$ cat src/rtl/fe_bp_pkg.sv
// Shared fetch/branch-predictor definitions: mode encodings, counter states, helpers.
// Latency: n/a (types, constants and pure functions only).
// Backpressure: n/a.
package fe_bp_pkg;

    // Predictor operating modes.
    typedef enum logic [1:0] {
        PRED_STATIC  = 2'd0,   // always predict not-taken
        PRED_BIMODAL = 2'd1,   // PT indexed by PC only
        PRED_GSHARE  = 2'd2    // PT indexed by PC xor global history
    } pred_mode_e;

    // 2-bit saturating counter states; bit 1 is the predicted direction.
    localparam logic [1:0] SNT = 2'b00;
    localparam logic [1:0] WNT = 2'b01;
    localparam logic [1:0] WT  = 2'b10;
    localparam logic [1:0] ST  = 2'b11;

    // Width of the FE latch handed to DE:
    // valid + inst + pc + pcplus + pred_taken + pred_target + pt_index + inst_count.
    function automatic int fe_latch_width(input int dbits, input int pt_index_bits);
        return 5 * dbits + pt_index_bits + 2;
    endfunction

    localparam int FE_LATCH_BITS = fe_latch_width(32, 8);

    // Saturating increment on taken, saturating decrement on not-taken.
    function automatic logic [1:0] ctr_next(input logic [1:0] ctr, input logic taken);
        logic [1:0] r;
        if (taken) r = (ctr == ST)  ? ST  : ctr + 2'd1;
        else       r = (ctr == SNT) ? SNT : ctr - 2'd1;
        return r;
    endfunction

endpackage

$ cat src/rtl/fe_stage_gshare_if.sv
// Fetch-stage bus: DE stall, AGEX redirect/training, imem read port, FE latch to DE.
// Latency: n/a (wiring only).
// Backpressure: stall_i from DE freezes the FE latch; redirect_valid_i overrides it.
// master = environment side (drives stall/redirect/update/imem data),
// slave  = fetch stage (drives imem address and FE latch outputs).
interface fe_stage_gshare_if #(
    parameter int DBITS         = 32,
    parameter int PT_INDEX_BITS = 8
);
    logic                     stall_i;
    logic                     redirect_valid_i;
    logic [DBITS-1:0]         redirect_pc_i;
    logic                     upd_valid_i;
    logic [DBITS-1:0]         upd_pc_i;
    logic                     upd_taken_i;
    logic [DBITS-1:0]         upd_target_i;
    logic [PT_INDEX_BITS-1:0] upd_pt_index_i;
    logic [DBITS-1:0]         imem_addr_o;
    logic [DBITS-1:0]         imem_rdata_i;
    logic                     out_valid_o;
    logic [DBITS-1:0]         out_inst_o;
    logic [DBITS-1:0]         out_pc_o;
    logic [DBITS-1:0]         out_pcplus_o;
    logic                     out_pred_taken_o;
    logic [DBITS-1:0]         out_pred_target_o;
    logic [PT_INDEX_BITS-1:0] out_pt_index_o;
    logic [DBITS-1:0]         out_inst_count_o;

    modport master (
        output stall_i, redirect_valid_i, redirect_pc_i,
               upd_valid_i, upd_pc_i, upd_taken_i, upd_target_i, upd_pt_index_i,
               imem_rdata_i,
        input  imem_addr_o, out_valid_o, out_inst_o, out_pc_o, out_pcplus_o,
               out_pred_taken_o, out_pred_target_o, out_pt_index_o, out_inst_count_o
    );

    modport slave (
        input  stall_i, redirect_valid_i, redirect_pc_i,
               upd_valid_i, upd_pc_i, upd_taken_i, upd_target_i, upd_pt_index_i,
               imem_rdata_i,
        output imem_addr_o, out_valid_o, out_inst_o, out_pc_o, out_pcplus_o,
               out_pred_taken_o, out_pred_target_o, out_pt_index_o, out_inst_count_o
    );

endinterface

$ cat src/rtl/fe_branch_predictor.sv
// Branch predictor: BTB + 2-bit pattern table (static/bimodal/gshare) with global history.
// Latency: lookup is combinational; training writes land at the next rising edge.
// Backpressure: none; training is accepted every cycle upd_valid is high.
// Ports: lookup_pc -> lookup_taken/lookup_target/lookup_pt_index; upd_* trains PT, BHR, BTB.
module fe_branch_predictor
    import fe_bp_pkg::*;
#(
    parameter int DBITS          = 32,
    parameter int PT_INDEX_BITS  = 8,
    parameter int BHR_BITS       = 8,
    parameter int BTB_INDEX_BITS = 4,
    parameter int PRED_MODE      = 2
) (
    input  logic                     clk,
    input  logic                     reset_n,
    input  logic [DBITS-1:0]         lookup_pc,
    output logic                     lookup_taken,
    output logic [DBITS-1:0]         lookup_target,
    output logic [PT_INDEX_BITS-1:0] lookup_pt_index,
    input  logic                     upd_valid,
    input  logic [DBITS-1:0]         upd_pc,
    input  logic                     upd_taken,
    input  logic [DBITS-1:0]         upd_target,
    input  logic [PT_INDEX_BITS-1:0] upd_pt_index
);
    localparam int PT_N     = 1 << PT_INDEX_BITS;
    localparam int BTB_N    = 1 << BTB_INDEX_BITS;
    localparam int TAG_BITS = DBITS - BTB_INDEX_BITS - 2;

    logic [1:0]          pt         [PT_N];
    logic [BHR_BITS-1:0] bhr;
    logic                btb_vld    [BTB_N];
    logic [TAG_BITS-1:0] btb_tag    [BTB_N];
    logic [DBITS-1:0]    btb_target [BTB_N];

    logic [PT_INDEX_BITS-1:0]  pc_idx;
    logic [BTB_INDEX_BITS-1:0] lk_bi, up_bi;
    logic [TAG_BITS-1:0]       lk_tag, up_tag;
    logic                      btb_hit;

    // Instructions are word aligned, so the two low PC bits never select anything.
    logic unused_pc_bits;
    assign unused_pc_bits = &{1'b0, lookup_pc[1:0], upd_pc[1:0]};

    assign pc_idx = lookup_pc[PT_INDEX_BITS+1:2];
    assign lk_bi  = lookup_pc[BTB_INDEX_BITS+1:2];
    assign lk_tag = lookup_pc[DBITS-1:BTB_INDEX_BITS+2];
    assign up_bi  = upd_pc[BTB_INDEX_BITS+1:2];
    assign up_tag = upd_pc[DBITS-1:BTB_INDEX_BITS+2];

    // Static mode ignores the index, so it shares the bimodal form.
    assign lookup_pt_index = (PRED_MODE == int'(PRED_GSHARE))
                           ? (pc_idx ^ PT_INDEX_BITS'(bhr)) : pc_idx;

    assign btb_hit       = btb_vld[lk_bi] && (btb_tag[lk_bi] == lk_tag);
    assign lookup_taken  = (PRED_MODE != int'(PRED_STATIC)) && btb_hit && pt[lookup_pt_index][1];
    assign lookup_target = btb_target[lk_bi];

    always_ff @(posedge clk or negedge reset_n) begin
        if (!reset_n) begin
            bhr <= '0;
            for (int i = 0; i < PT_N; i++)  pt[i]      <= WNT;
            for (int i = 0; i < BTB_N; i++) btb_vld[i] <= 1'b0;
        end else if (upd_valid) begin
            pt[upd_pt_index] <= ctr_next(pt[upd_pt_index], upd_taken);
            bhr              <= {bhr[BHR_BITS-2:0], upd_taken};
            if (upd_taken) btb_vld[up_bi] <= 1'b1;
        end
    end

    // Tag/target need no reset: they are only trusted behind btb_vld.
    always_ff @(posedge clk) begin
        if (upd_valid && upd_taken) begin
            btb_tag[up_bi]    <= up_tag;
            btb_target[up_bi] <= upd_target;
        end
    end

endmodule

$ cat src/rtl/fe_stage_gshare.sv
// Fetch stage: PC register, imem address, next-PC prediction, registered FE latch to DE.
// Latency: instruction fetched in cycle N is presented to DE in cycle N+1; predictions are zero-bubble.
// Backpressure: stall_i holds PC/latch/count; redirect_valid_i beats stall and bubbles the latch.
// Ports: clk, reset_n (async, active-low), io (slave side of fe_stage_gshare_if).
module fe_stage_gshare
    import fe_bp_pkg::*;
#(
    parameter int               DBITS          = 32,
    parameter int               INSTSIZE       = 4,
    parameter logic [DBITS-1:0] STARTPC        = 'h200,
    parameter int               PT_INDEX_BITS  = 8,
    parameter int               BHR_BITS       = 8,
    parameter int               BTB_INDEX_BITS = 4,
    parameter int               PRED_MODE      = 2
) (
    input  logic               clk,
    input  logic               reset_n,
    fe_stage_gshare_if.slave   io
);
    typedef struct packed {
        logic                     valid;
        logic [DBITS-1:0]         inst;
        logic [DBITS-1:0]         pc;
        logic [DBITS-1:0]         pcplus;
        logic                     pred_taken;
        logic [DBITS-1:0]         pred_target;
        logic [PT_INDEX_BITS-1:0] pt_index;
        logic [DBITS-1:0]         inst_count;
    } fe_latch_t;

    localparam int LATCH_W = fe_latch_width(DBITS, PT_INDEX_BITS);

    logic [DBITS-1:0]         pc_q, inst_count_q, pc_plus, pred_next, btb_target;
    logic                     pred_taken;
    logic [PT_INDEX_BITS-1:0] pt_index;
    logic [LATCH_W-1:0]       latch_q;
    fe_latch_t                latch_d, latch;

    fe_branch_predictor #(
        .DBITS          (DBITS),
        .PT_INDEX_BITS  (PT_INDEX_BITS),
        .BHR_BITS       (BHR_BITS),
        .BTB_INDEX_BITS (BTB_INDEX_BITS),
        .PRED_MODE      (PRED_MODE)
    ) u_bp (
        .clk             (clk),
        .reset_n         (reset_n),
        .lookup_pc       (pc_q),
        .lookup_taken    (pred_taken),
        .lookup_target   (btb_target),
        .lookup_pt_index (pt_index),
        .upd_valid       (io.upd_valid_i),
        .upd_pc          (io.upd_pc_i),
        .upd_taken       (io.upd_taken_i),
        .upd_target      (io.upd_target_i),
        .upd_pt_index    (io.upd_pt_index_i)
    );

    assign pc_plus   = pc_q + DBITS'(INSTSIZE);
    assign pred_next = pred_taken ? btb_target : pc_plus;

    always_comb begin
        latch_d             = '0;
        latch_d.valid       = 1'b1;
        latch_d.inst        = io.imem_rdata_i;
        latch_d.pc          = pc_q;
        latch_d.pcplus      = pc_plus;
        latch_d.pred_taken  = pred_taken;
        latch_d.pred_target = pred_next;
        latch_d.pt_index    = pt_index;
        latch_d.inst_count  = inst_count_q;
    end

    // Redirect wins over stall: a stalled DE still must drop the wrong-path instruction.
    always_ff @(posedge clk or negedge reset_n) begin
        if (!reset_n) begin
            pc_q         <= STARTPC;
            latch_q      <= '0;
            inst_count_q <= DBITS'(1);
        end else if (io.redirect_valid_i) begin
            pc_q    <= io.redirect_pc_i;
            latch_q <= '0;
        end else if (!io.stall_i) begin
            pc_q         <= pred_next;
            latch_q      <= latch_d;
            inst_count_q <= inst_count_q + DBITS'(1);
        end
    end

    assign latch = fe_latch_t'(latch_q);

    assign io.imem_addr_o       = pc_q;
    assign io.out_valid_o       = latch.valid;
    assign io.out_inst_o        = latch.inst;
    assign io.out_pc_o          = latch.pc;
    assign io.out_pcplus_o      = latch.pcplus;
    assign io.out_pred_taken_o  = latch.pred_taken;
    assign io.out_pred_target_o = latch.pred_target;
    assign io.out_pt_index_o    = latch.pt_index;
    assign io.out_inst_count_o  = latch.inst_count;

endmodule
$ cat src/flat_wrapper.sv
// flat-port wrapper written by rule: the top's interface ports become plain ports
module fe_stage_gshare_flat import fe_bp_pkg::*;
#(
    parameter int               DBITS          = 32,
    parameter int               INSTSIZE       = 4,
    parameter logic [DBITS-1:0] STARTPC        = 'h200,
    parameter int               PT_INDEX_BITS  = 8,
    parameter int               BHR_BITS       = 8,
    parameter int               BTB_INDEX_BITS = 4,
    parameter int               PRED_MODE      = 2
)
  (clk, reset_n, io_stall_i, io_redirect_valid_i, io_redirect_pc_i, io_upd_valid_i, io_upd_pc_i, io_upd_taken_i, io_upd_target_i, io_upd_pt_index_i, io_imem_rdata_i, io_imem_addr_o, io_out_valid_o, io_out_inst_o, io_out_pc_o, io_out_pcplus_o, io_out_pred_taken_o, io_out_pred_target_o, io_out_pt_index_o, io_out_inst_count_o);
  fe_stage_gshare_if #(.DBITS(DBITS), .PT_INDEX_BITS(PT_INDEX_BITS)) io_i ();
  input  logic clk;
  input  logic reset_n;
  input wire logic [$bits(io_i.stall_i)-1:0] io_stall_i;
  input wire logic [$bits(io_i.redirect_valid_i)-1:0] io_redirect_valid_i;
  input wire logic [$bits(io_i.redirect_pc_i)-1:0] io_redirect_pc_i;
  input wire logic [$bits(io_i.upd_valid_i)-1:0] io_upd_valid_i;
  input wire logic [$bits(io_i.upd_pc_i)-1:0] io_upd_pc_i;
  input wire logic [$bits(io_i.upd_taken_i)-1:0] io_upd_taken_i;
  input wire logic [$bits(io_i.upd_target_i)-1:0] io_upd_target_i;
  input wire logic [$bits(io_i.upd_pt_index_i)-1:0] io_upd_pt_index_i;
  input wire logic [$bits(io_i.imem_rdata_i)-1:0] io_imem_rdata_i;
  output wire logic [$bits(io_i.imem_addr_o)-1:0] io_imem_addr_o;
  output wire logic [$bits(io_i.out_valid_o)-1:0] io_out_valid_o;
  output wire logic [$bits(io_i.out_inst_o)-1:0] io_out_inst_o;
  output wire logic [$bits(io_i.out_pc_o)-1:0] io_out_pc_o;
  output wire logic [$bits(io_i.out_pcplus_o)-1:0] io_out_pcplus_o;
  output wire logic [$bits(io_i.out_pred_taken_o)-1:0] io_out_pred_taken_o;
  output wire logic [$bits(io_i.out_pred_target_o)-1:0] io_out_pred_target_o;
  output wire logic [$bits(io_i.out_pt_index_o)-1:0] io_out_pt_index_o;
  output wire logic [$bits(io_i.out_inst_count_o)-1:0] io_out_inst_count_o;
  assign io_i.stall_i = io_stall_i;
  assign io_i.redirect_valid_i = io_redirect_valid_i;
  assign io_i.redirect_pc_i = io_redirect_pc_i;
  assign io_i.upd_valid_i = io_upd_valid_i;
  assign io_i.upd_pc_i = io_upd_pc_i;
  assign io_i.upd_taken_i = io_upd_taken_i;
  assign io_i.upd_target_i = io_upd_target_i;
  assign io_i.upd_pt_index_i = io_upd_pt_index_i;
  assign io_i.imem_rdata_i = io_imem_rdata_i;
  assign io_imem_addr_o = io_i.imem_addr_o;
  assign io_out_valid_o = io_i.out_valid_o;
  assign io_out_inst_o = io_i.out_inst_o;
  assign io_out_pc_o = io_i.out_pc_o;
  assign io_out_pcplus_o = io_i.out_pcplus_o;
  assign io_out_pred_taken_o = io_i.out_pred_taken_o;
  assign io_out_pred_target_o = io_i.out_pred_target_o;
  assign io_out_pt_index_o = io_i.out_pt_index_o;
  assign io_out_inst_count_o = io_i.out_inst_count_o;
  fe_stage_gshare #(.DBITS(DBITS), .INSTSIZE(INSTSIZE), .STARTPC(STARTPC), .PT_INDEX_BITS(PT_INDEX_BITS), .BHR_BITS(BHR_BITS), .BTB_INDEX_BITS(BTB_INDEX_BITS), .PRED_MODE(PRED_MODE)) u_core (.clk(clk), .reset_n(reset_n), .io(io_i));
endmodule
$ cat config.mk
export PLATFORM = sky130hd
export DESIGN_NAME = fe_stage_gshare_flat
export DESIGN_NICKNAME = d
export VERILOG_FILES = /design/src/rtl/fe_bp_pkg.sv /design/src/rtl/fe_stage_gshare_if.sv /design/src/rtl/fe_branch_predictor.sv /design/src/rtl/fe_stage_gshare.sv /design/src/flat_wrapper.sv
export SDC_FILE = /design/constraint.sdc
export NUM_CORES = 2
export LEC_CHECK = 0
export BUFFER_PORTS_ARGS = -buffer_cell sky130_fd_sc_hd__buf_2
export CELL_PAD_IN_SITES_DETAIL_PLACEMENT = 1
export CELL_PAD_IN_SITES_GLOBAL_PLACEMENT = 2
export CORE_UTILIZATION = 45
export CTS_CLUSTER_DIAMETER = 150
export DETAILED_ROUTE_END_ITERATION = 10
export PLACE_DENSITY_LB_ADDON = 0.1
export SYNTH_ARGS = -nofsm -noshare
export SYNTH_HDL_FRONTEND = slang
export SYNTH_SLANG_ARGS = --single-unit
$ cat constraint.sdc
create_clock -name clk -period 4.1 [get_ports clk]
set_input_delay 0.615 -clock clk [delete_from_list [all_inputs] [get_ports clk]]
set_output_delay 0.615 -clock clk [all_outputs]
set_load 0.01 [all_outputs]
After elaboration in Yosys (flattened, before gate mapping)
Memory sizes are Yosys's and may differ from the RTL's.
Cells that the tools add are included.
{"block": "totals", "reg_bits": 770, "ram_bits": 928, "input_bits": 142, "out_inout_bits": 202, "wordCells": 332, "memories": 2}
{"block": "classes", "add_sub_neg": 4, "magnitude_cmp": 6, "n_eq_ne": 3, "muxes": 25, "bitwise": 8, "n_reduce_logical": 8}
{"memory": "u_core.u_bp.btb_target", "depth": 16, "width": 32, "rd": 1, "rd_ports_with_merged_regs": 0, "write_ports": 1, "line_no": "fe_branch_predictor.sv:34", "rtl": "logic [DBITS-1:0] btb_target [BTB_N];"}
{"memory": "u_core.u_bp.btb_tag", "depth": 16, "width": 26, "rd": 1, "rd_ports_with_merged_regs": 0, "write_ports": 1, "line_no": "fe_branch_predictor.sv:33", "rtl": "logic [TAG_BITS-1:0] btb_tag [BTB_N];"}
{"op": "$bwmux W512", "n": 1}
{"op": "$mux W170", "n": 2}
{"op": "$mux W32", "n": 3}
{"op": "$add A32 B1 Y32 const B", "n": 1}
{"op": "$add A32 B3 Y32 const B", "n": 1}
{"op": "$bmux W2 S8", "n": 2}
{"op": "$eq A26 B26 Y1", "n": 1}
{"op": "$ge A9 B9 Y1 const B", "n": 2}
{"op": "$mux W2", "n": 9}
{"op": "$not A8 Y9", "n": 2}
{"op": "$demux W2 S8", "n": 1}
{"op": "$or A16 B16 Y16", "n": 1}
{"op": "$ge A5 B5 Y1 const B", "n": 2}
{"op": "$not A4 Y5", "n": 2}
{"op": "$lt A9 B1 Y1 const B", "n": 1}
{"op": "$xor A8 B8 Y8", "n": 1}
{"op": "$logic_and A1 B1 Y1", "n": 5}
{"op": "$lt A5 B1 Y1 const B", "n": 1}
{"op": "$mux W1", "n": 5}
{"op": "$bmux W1 S4", "n": 1}
{"op": "$demux W1 S4", "n": 1}
{"op": "$reduce_and A2 Y1", "n": 2}
{"op": "$add A2 B1 Y2 const B", "n": 1}
{"op": "$eq A2 B2 Y1 const B", "n": 1}
{"op": "4 further kinds", "n": 5}

Logic depth before layout (Yosys ltp)
{"block": "logic_depth", "depth_word": 9, "mapped_depth": 16, "mapped_depth_nobuf": 9}

Modules after synthesis
A second synthesis with hierarchy kept.
{"block": "unflattened", "cells_unflattened": 5187, "hier_area_um2": 74476.4}
{"module": "fe_branch_predictor", "n_inst": 1, "cells_each": 4130, "area_each_um2": 63781.2}
{"module": "fe_stage_gshare", "n_inst": 1, "cells_each": 1057, "area_each_um2": 10695.3}

Worst setup path after synthesis
No wires, ideal clock.
{"block": "synth_timing", "kind": "input -> register", "start": "input port io_upd_valid_i", "end": "register u_core.u_bp.btb_vld[12] (netlist name)", "setup_ns": 0.089, "arrival_time_ns": 5.618, "required_time_ns": 4.011, "path_slack_ns": -1.607, "cell_stages": 4, "n_path_buf": 1, "cell_sequence": "clkbuf_1 -> nand4_1 -> nor3_1 -> or2_2"}
{"block": "synth_via", "elab_chain_len": 1}
{"item": "start, declared", "line_no": "flat_wrapper.sv:19", "rtl": "input wire logic [$bits(io_i.upd_valid_i)-1:0] io_upd_valid_i;"}
{"item": "$reduce_and A2 Y1 (no line)"}
{"item": "end signal, assigned by index", "line_no": "fe_branch_predictor.sv:67", "rtl": "if (upd_taken) btb_vld[up_bi] <= 1'b1;"}
{"item": "end, declared", "line_no": "fe_branch_predictor.sv:32", "rtl": "logic btb_vld [BTB_N];"}
No other way between the ends.
A chain may end at the register's enable or synchronous reset.

Worst setup path after layout
{"block": "layout_timing", "start": "register u_core.pc_q[2], in the netlist u_core.io.imem_addr_o[2]", "end": "register u_core.pc_q[3], in the netlist u_core.io.imem_addr_o[3]"}
{"block": "layout_via", "elab_chain_len": 9, "word_cells_on_any_way": 18, "classes_between": "add/sub: 1; eq/ne: 1; mux: 9; bitwise: 3; reduce/logical: 2; memory: 2"}
{"item": "start, declared", "line_no": "fe_stage_gshare.sv:33", "rtl": "logic [DBITS-1:0] pc_q, inst_count_q, pc_plus, pred_next, btb_target;"}
{"item": "start signal, assigned", "line_no": "fe_stage_gshare.sv:81", "rtl": "pc_q <= io.redirect_pc_i;"}
{"item": "start signal, assigned", "line_no": "fe_stage_gshare.sv:84", "rtl": "pc_q <= pred_next;"}
{"item": "$xor A8 B8 Y8 or $not A4 Y5 (tied branches)", "line_no": "fe_branch_predictor.sv:53, fe_branch_predictor.sv:55"}
{"item": "$not A8 Y9 (implied by the code) or $bmux W1 S4 (tied branches)", "line_no": "fe_branch_predictor.sv:56, fe_branch_predictor.sv:55"}
{"item": "$bmux W2 S8 or $mux W1 (tied branches)", "line_no": "fe_branch_predictor.sv:56, fe_branch_predictor.sv:55"}
{"item": "$mux W2 (implied by the code) or $mux W1 (tied branches)", "line_no": "fe_branch_predictor.sv:56, fe_branch_predictor.sv:55"}
{"item": "$mux W2 (implied by the code) or $logic_and A1 B1 Y1 (tied branches)", "line_no": "fe_branch_predictor.sv:56, fe_branch_predictor.sv:55"}
{"item": "$logic_and A1 B1 Y1", "line_no": "fe_branch_predictor.sv:56", "rtl": "assign lookup_taken = (PRED_MODE != int'(PRED_STATIC)) && btb_hit && pt[lookup_pt_index][1];"}
{"item": "$mux W32 (*)", "line_no": "fe_stage_gshare.sv:60", "rtl": "assign pred_next = pred_taken ? btb_target : pc_plus;"}
{"item": "$mux W32 (*)", "line_no": "fe_stage_gshare.sv:83", "rtl": "end else if (!io.stall_i) begin"}
{"item": "$mux W32 (*)", "line_no": "fe_stage_gshare.sv:80", "rtl": "end else if (io.redirect_valid_i) begin"}
Every way passes the cells marked *; elsewhere a longest branch is shown, timed or not. The select of a mux whose other input is x is not followed.

==> results.py <==
metrics = {
    "logic_synthesis": {
        "synth.cell_area_um2": 72300,
        "yosysUniqueCellTypes": 64,
        "synth_edf_count": 928,
        "ys_seq_elements": 1696,
        "synth_nets": 5017,
        "avgSynthCellArea_um2": 14.8,
        "ys.flop_type": "edfxtp_1",
        "yosysWarnings": 0,
        "ys_seq_area_share_pct": 65.6,
        "syn_inst": 4873,
        "async_reset_ff_share_pct": 45.3,
    },
    "sta": {
        "drv_slew": 0,
        "setup_viol": 0,
        "hold_viol_final": 0,
        "rsz0062_at_grt": "yes",
        "fmax_mhz": 248,
        "clock_skew_ns": 0.0607,
        "post-route-min-period_ns": 4.03,
        "maxSlewHeadroom_pct": 33.1,
        "worst_slew_pin_slew_ns": 1.00,
        "finalCritPeriodShare_pct": 98.4,
    },
    "setup_path": {
        "critPathKind": "reg -> reg",
        "cp.required_ns": 4.78,
        "end_kind": "flip-flop",
        "cp-start-kind": "flip-flop",
        "critPathMaxStageDelay_ns": 0.55,
        "cp_max_fo": 10,
        "crit_chain": "buf_12 > xor2_4 > buf_12 > mux4_2 > mux4_2 > or4_4 > nand3_1 > a311oi_1 > buf_4 > a211oi_4 > buf_12 > nor3_1 > or3_1",
        "cpMaxStageDelayCell": "dfrtp_4",
        "cpLargestDelayFamily": "multiplexers",
        "cp_common_cell": "buf_12",
        "crit_arrival_ns": 4.72,
        "cp.buffers_inverters": 4,
    },
    "power_and_ir_drop": {
        "peakVddDrop_uv": 491,
        "p_leak_nw": 31.8,
        "combPwrFrac_pct": 13.5,
        "seqPwrFrac_pct": 45.9,
        "switching_share_pct": 26.0,
        "p_total_mw": 41.3,
        "pwr_density_cell_nw_per_um2": 481,
        "power.switching_mw": 10.7,
        "intPower_mw": 30.6,
        "clockPowerShare_pct": 40.6,
    },
    "detailed_routing": {
        "drt_first_pass_iters": 7,
        "drcViolationCount": 0,
        "wl_um": 223000,
        "ant_nets": 0,
        "drt_iter0_markers": 3879,
        "wl_per_cell_um": 29.1,
        "via_per_inst": 5.87,
        "vias": 45000,
    },
    "worst_hold_path": {
        "hold_path_class": "in -> reg",
    },
    "clock_network": {
        "clk_pin_slew_ns": 0.06,
        "cts_tree": "built",
        "cts-htree-levels": 4,
        "cts.sinks": 1696,
        "clock-root-buffer": "clkbuf_16",
        "clk_latency_ns": 0.83,
        "clk_path_buf_depth": 3,
        "cts_buffers": 181,
    },
    "finish": {
        "final_util_pct": 54.0,
        "syn2layout_area_growth_pct": 18.7,
        "drive_gt1_share_pct": 32.5,
        "fillers": 15200,
        "multiInputGateArea_um2": 23900,
        "regArea_um2": 47400,
        "nets": 5575,
    },
    "die": {
        "die_width_um": 403,
        "die_area_um2": 162000,
        "die_h_um": 403,
        "io_pins": 344,
        "core_area_um2": 159000,
        "floorplan.initialDensity_pct": 45.5,
        "num_rows": 146,
    },
    "status": {
        "status": "completed",
    },
    "global_route": {
        "grt_max_degree": 119,
        "grt_overflow": 0,
        "grt_antenna_before_repair": 24,
        "grt_pass1_wl_um": 330000,
        "grt_pass1_vias": 47600,
        "grt_usage_pct": 27.8,
    },
    "placement": {
        "io_buffers": 341,
        "place.gp.congestion": 0.817,
        "post-dp-hpwl_um": 144000,
    },
    "job": {
        "cap_violations": 0,
    },
}
## per-stage QoR
stage / setup WS [ns] / setup TNS, ns / hold WS (ns) / std cells / cell area [µm²]
after floorplan: -0.0269 / -6.64 / 0.319 / 4873 / 72300
after detailed placement: -0.210 / -60.59 / 0.453 / 7299 / 79400
after CTS: 0.0108 / 0 / 0.000253 / 7651 / 85600
after global routing: -0.0183 / -0.0183 / 0.0245 / 7662 / 85800
after global placement: -0.178 / -54.61 / 0.446 / 7299 / 79400
final: 0.0657 / 0 / 0.0562 / 7666 / 85800
## layout make-up
cell class / instances / area share, %
antenna: 5 / 0.0146
clock buffer: 261 / 6.04
clock inverter: 80 / 1.13
inverter: 8 / 0.0350
multi-input combinational: 2857 / 27.8
sequential: 1696 / 55.2
tap: 2072 / 3.02
timing repair buffer: 687 / 6.71
## layer usage
layer	GRT usage, %	wire length (µm)	vias up
met1	38.2	94900	23900
li1	-	-	19500
met3	4.18	11700	336
met4	7.06	5750	18
met2	46.4	111000	1301
met5	0	113	-
## power groups by stage
stage / logic [mW] / clock network [mW] / registers (mW)
after floorplan: 2.79 / 0 / 19.2
after global placement: 5.41 / 0 / 19.3
after detailed placement: 5.49 / 0 / 19.3
after CTS: 5.53 / 17.1 / 19.0
after global routing: 5.90 / 17.7 / 19.0
final: 5.56 / 16.8 / 19.0
## what timing repair did
action | 4_1_cts | 5_1_grt
hold buffers | 11 | 0
pin swaps | 0 | 1
endpoints found under the setup margin | 14 | 22
resized for setup | 7 | 15
hold endpoints to repair | 38 | 0
setup buffers | 0 | 9
cloned | 0 | 1
## state kept, by name, indices dropped and copies added (netlist names)
name / cells
u_core.io.imem_addr_o: 32
u_core.latch: 168
u_core.u_bp.btb_vld: 16
u_core.u_bp.pt: 512
u_core.u_bp.btb_target: 512
u_core.u_bp.btb_tag: 416
u_core.u_bp.bhr: 8
u_core.inst_count_q: 32
## cells in the final DEF (no fill, tap or decap), types with 13 or more instances in the layout
cell / count
clkbuf_1: 48
nor2_1: 190
a21o_1: 19
xor2_1: 40
buf_12: 104
nor3_1: 23
mux2i_1: 154
mux2_2: 14
nand4_1: 40
dfstp_2: 258
and3_1: 27
o21ai_0: 345
mux4_2: 505
or2_2: 17
dfrtp_1: 506
nand2_1: 904
buf_2: 335
nor2_4: 15
clkbuf_8: 30
a22oi_1: 15
clkinv_1: 13
nand3_1: 76
o21ai_1: 217
xnor2_1: 51
clkbuf_16: 185
edfxtp_1: 928
clkinv_2: 32
bufinv_16: 13
a21oi_1: 61
buf_4: 227
## tightest hold or removal path, cell delays in order
cell and delay, ns:
buf_2 0.08, mux2i_1 0.05, nor2_1 0.08
## worst paths after layout
check | startpoint | end | slack (ns) | depth (start not counted)
setup / recovery | u_core.io.imem_addr_o[2]$_DFFE_PN0P_ | u_core.io.imem_addr_o[3]$_DFFE_PN0P_ | 0.07 | 13
hold / removal | io_imem_rdata_i[3] | u_core.latch[140]$_DFFE_PN0P_ | 0.06 | 3
setup reg to reg | u_core.io.imem_addr_o[2]$_DFFE_PN0P_ | u_core.io.imem_addr_o[3]$_DFFE_PN0P_ | 0.07 | 13
hold reg to reg | u_core.u_bp.pt[354]$_DFFE_PN1P_ | u_core.u_bp.pt[354]$_DFFE_PN1P_ | 0.46 | 2
max in group asynchronous | reset_n | u_core.u_bp.pt[119]$_DFFE_PN0P_ | 2.48 | 3
min in group asynchronous | reset_n | u_core.u_bp.pt[493]$_DFFE_PN0P_ | 0.41 | 2
## logic make-up after synthesis
group / share of synthesized area [%]
AOI/OAI and AO/OA: 5.35
buffers and inverters: 1.94
adders and majority gates: 0.0346
muxes: 18.2
and+or+nand+nor: 7.78
xor gates and xnor gates: 1.18
DFF: 65.6
## cell usage after synthesis (4+ instances only)
library cell | instances | share of area [%]
dfrtp_1 | 510 | 18
mux2i_1 | 159 | 2.2
o211ai_1 | 4 | 0.042
a21o_1 | 19 | 0.20
and3_1 | 27 | 0.23
or3_1 | 4 | 0.035
a21oi_1 | 63 | 0.44
or2_2 | 17 | 0.15
o21ai_0 | 347 | 2.4
nor2_1 | 216 | 1.1
and2_1 | 5 | 0.043
nand2_1 | 905 | 4.7
nor4_1 | 4 | 0.035
nand3b_1 | 4 | 0.042
nand3_1 | 77 | 0.53
a311oi_1 | 8 | 0.097
a31oi_1 | 10 | 0.087
o2111ai_1 | 4 | 0.048
inv_1 | 8 | 0.042
xor2_1 | 44 | 0.53
o21ai_1 | 215 | 1.5
buf_4 | 19 | 0.20
buf_2 | 104 | 0.72
clkbuf_1 | 144 | 0.75
buf_1 | 45 | 0.23
nand4_1 | 40 | 0.35
nor3_1 | 34 | 0.24
edfxtp_1 | 928 | 39
dfstp_2 | 258 | 9.4
nand2b_1 | 10 | 0.087
mux4_2 | 505 | 16
o31ai_1 | 5 | 0.052
xnor2_1 | 53 | 0.64
a22oi_1 | 15 | 0.16
mux2_2 | 14 | 0.22
Power figures use the tool's default switching activity.
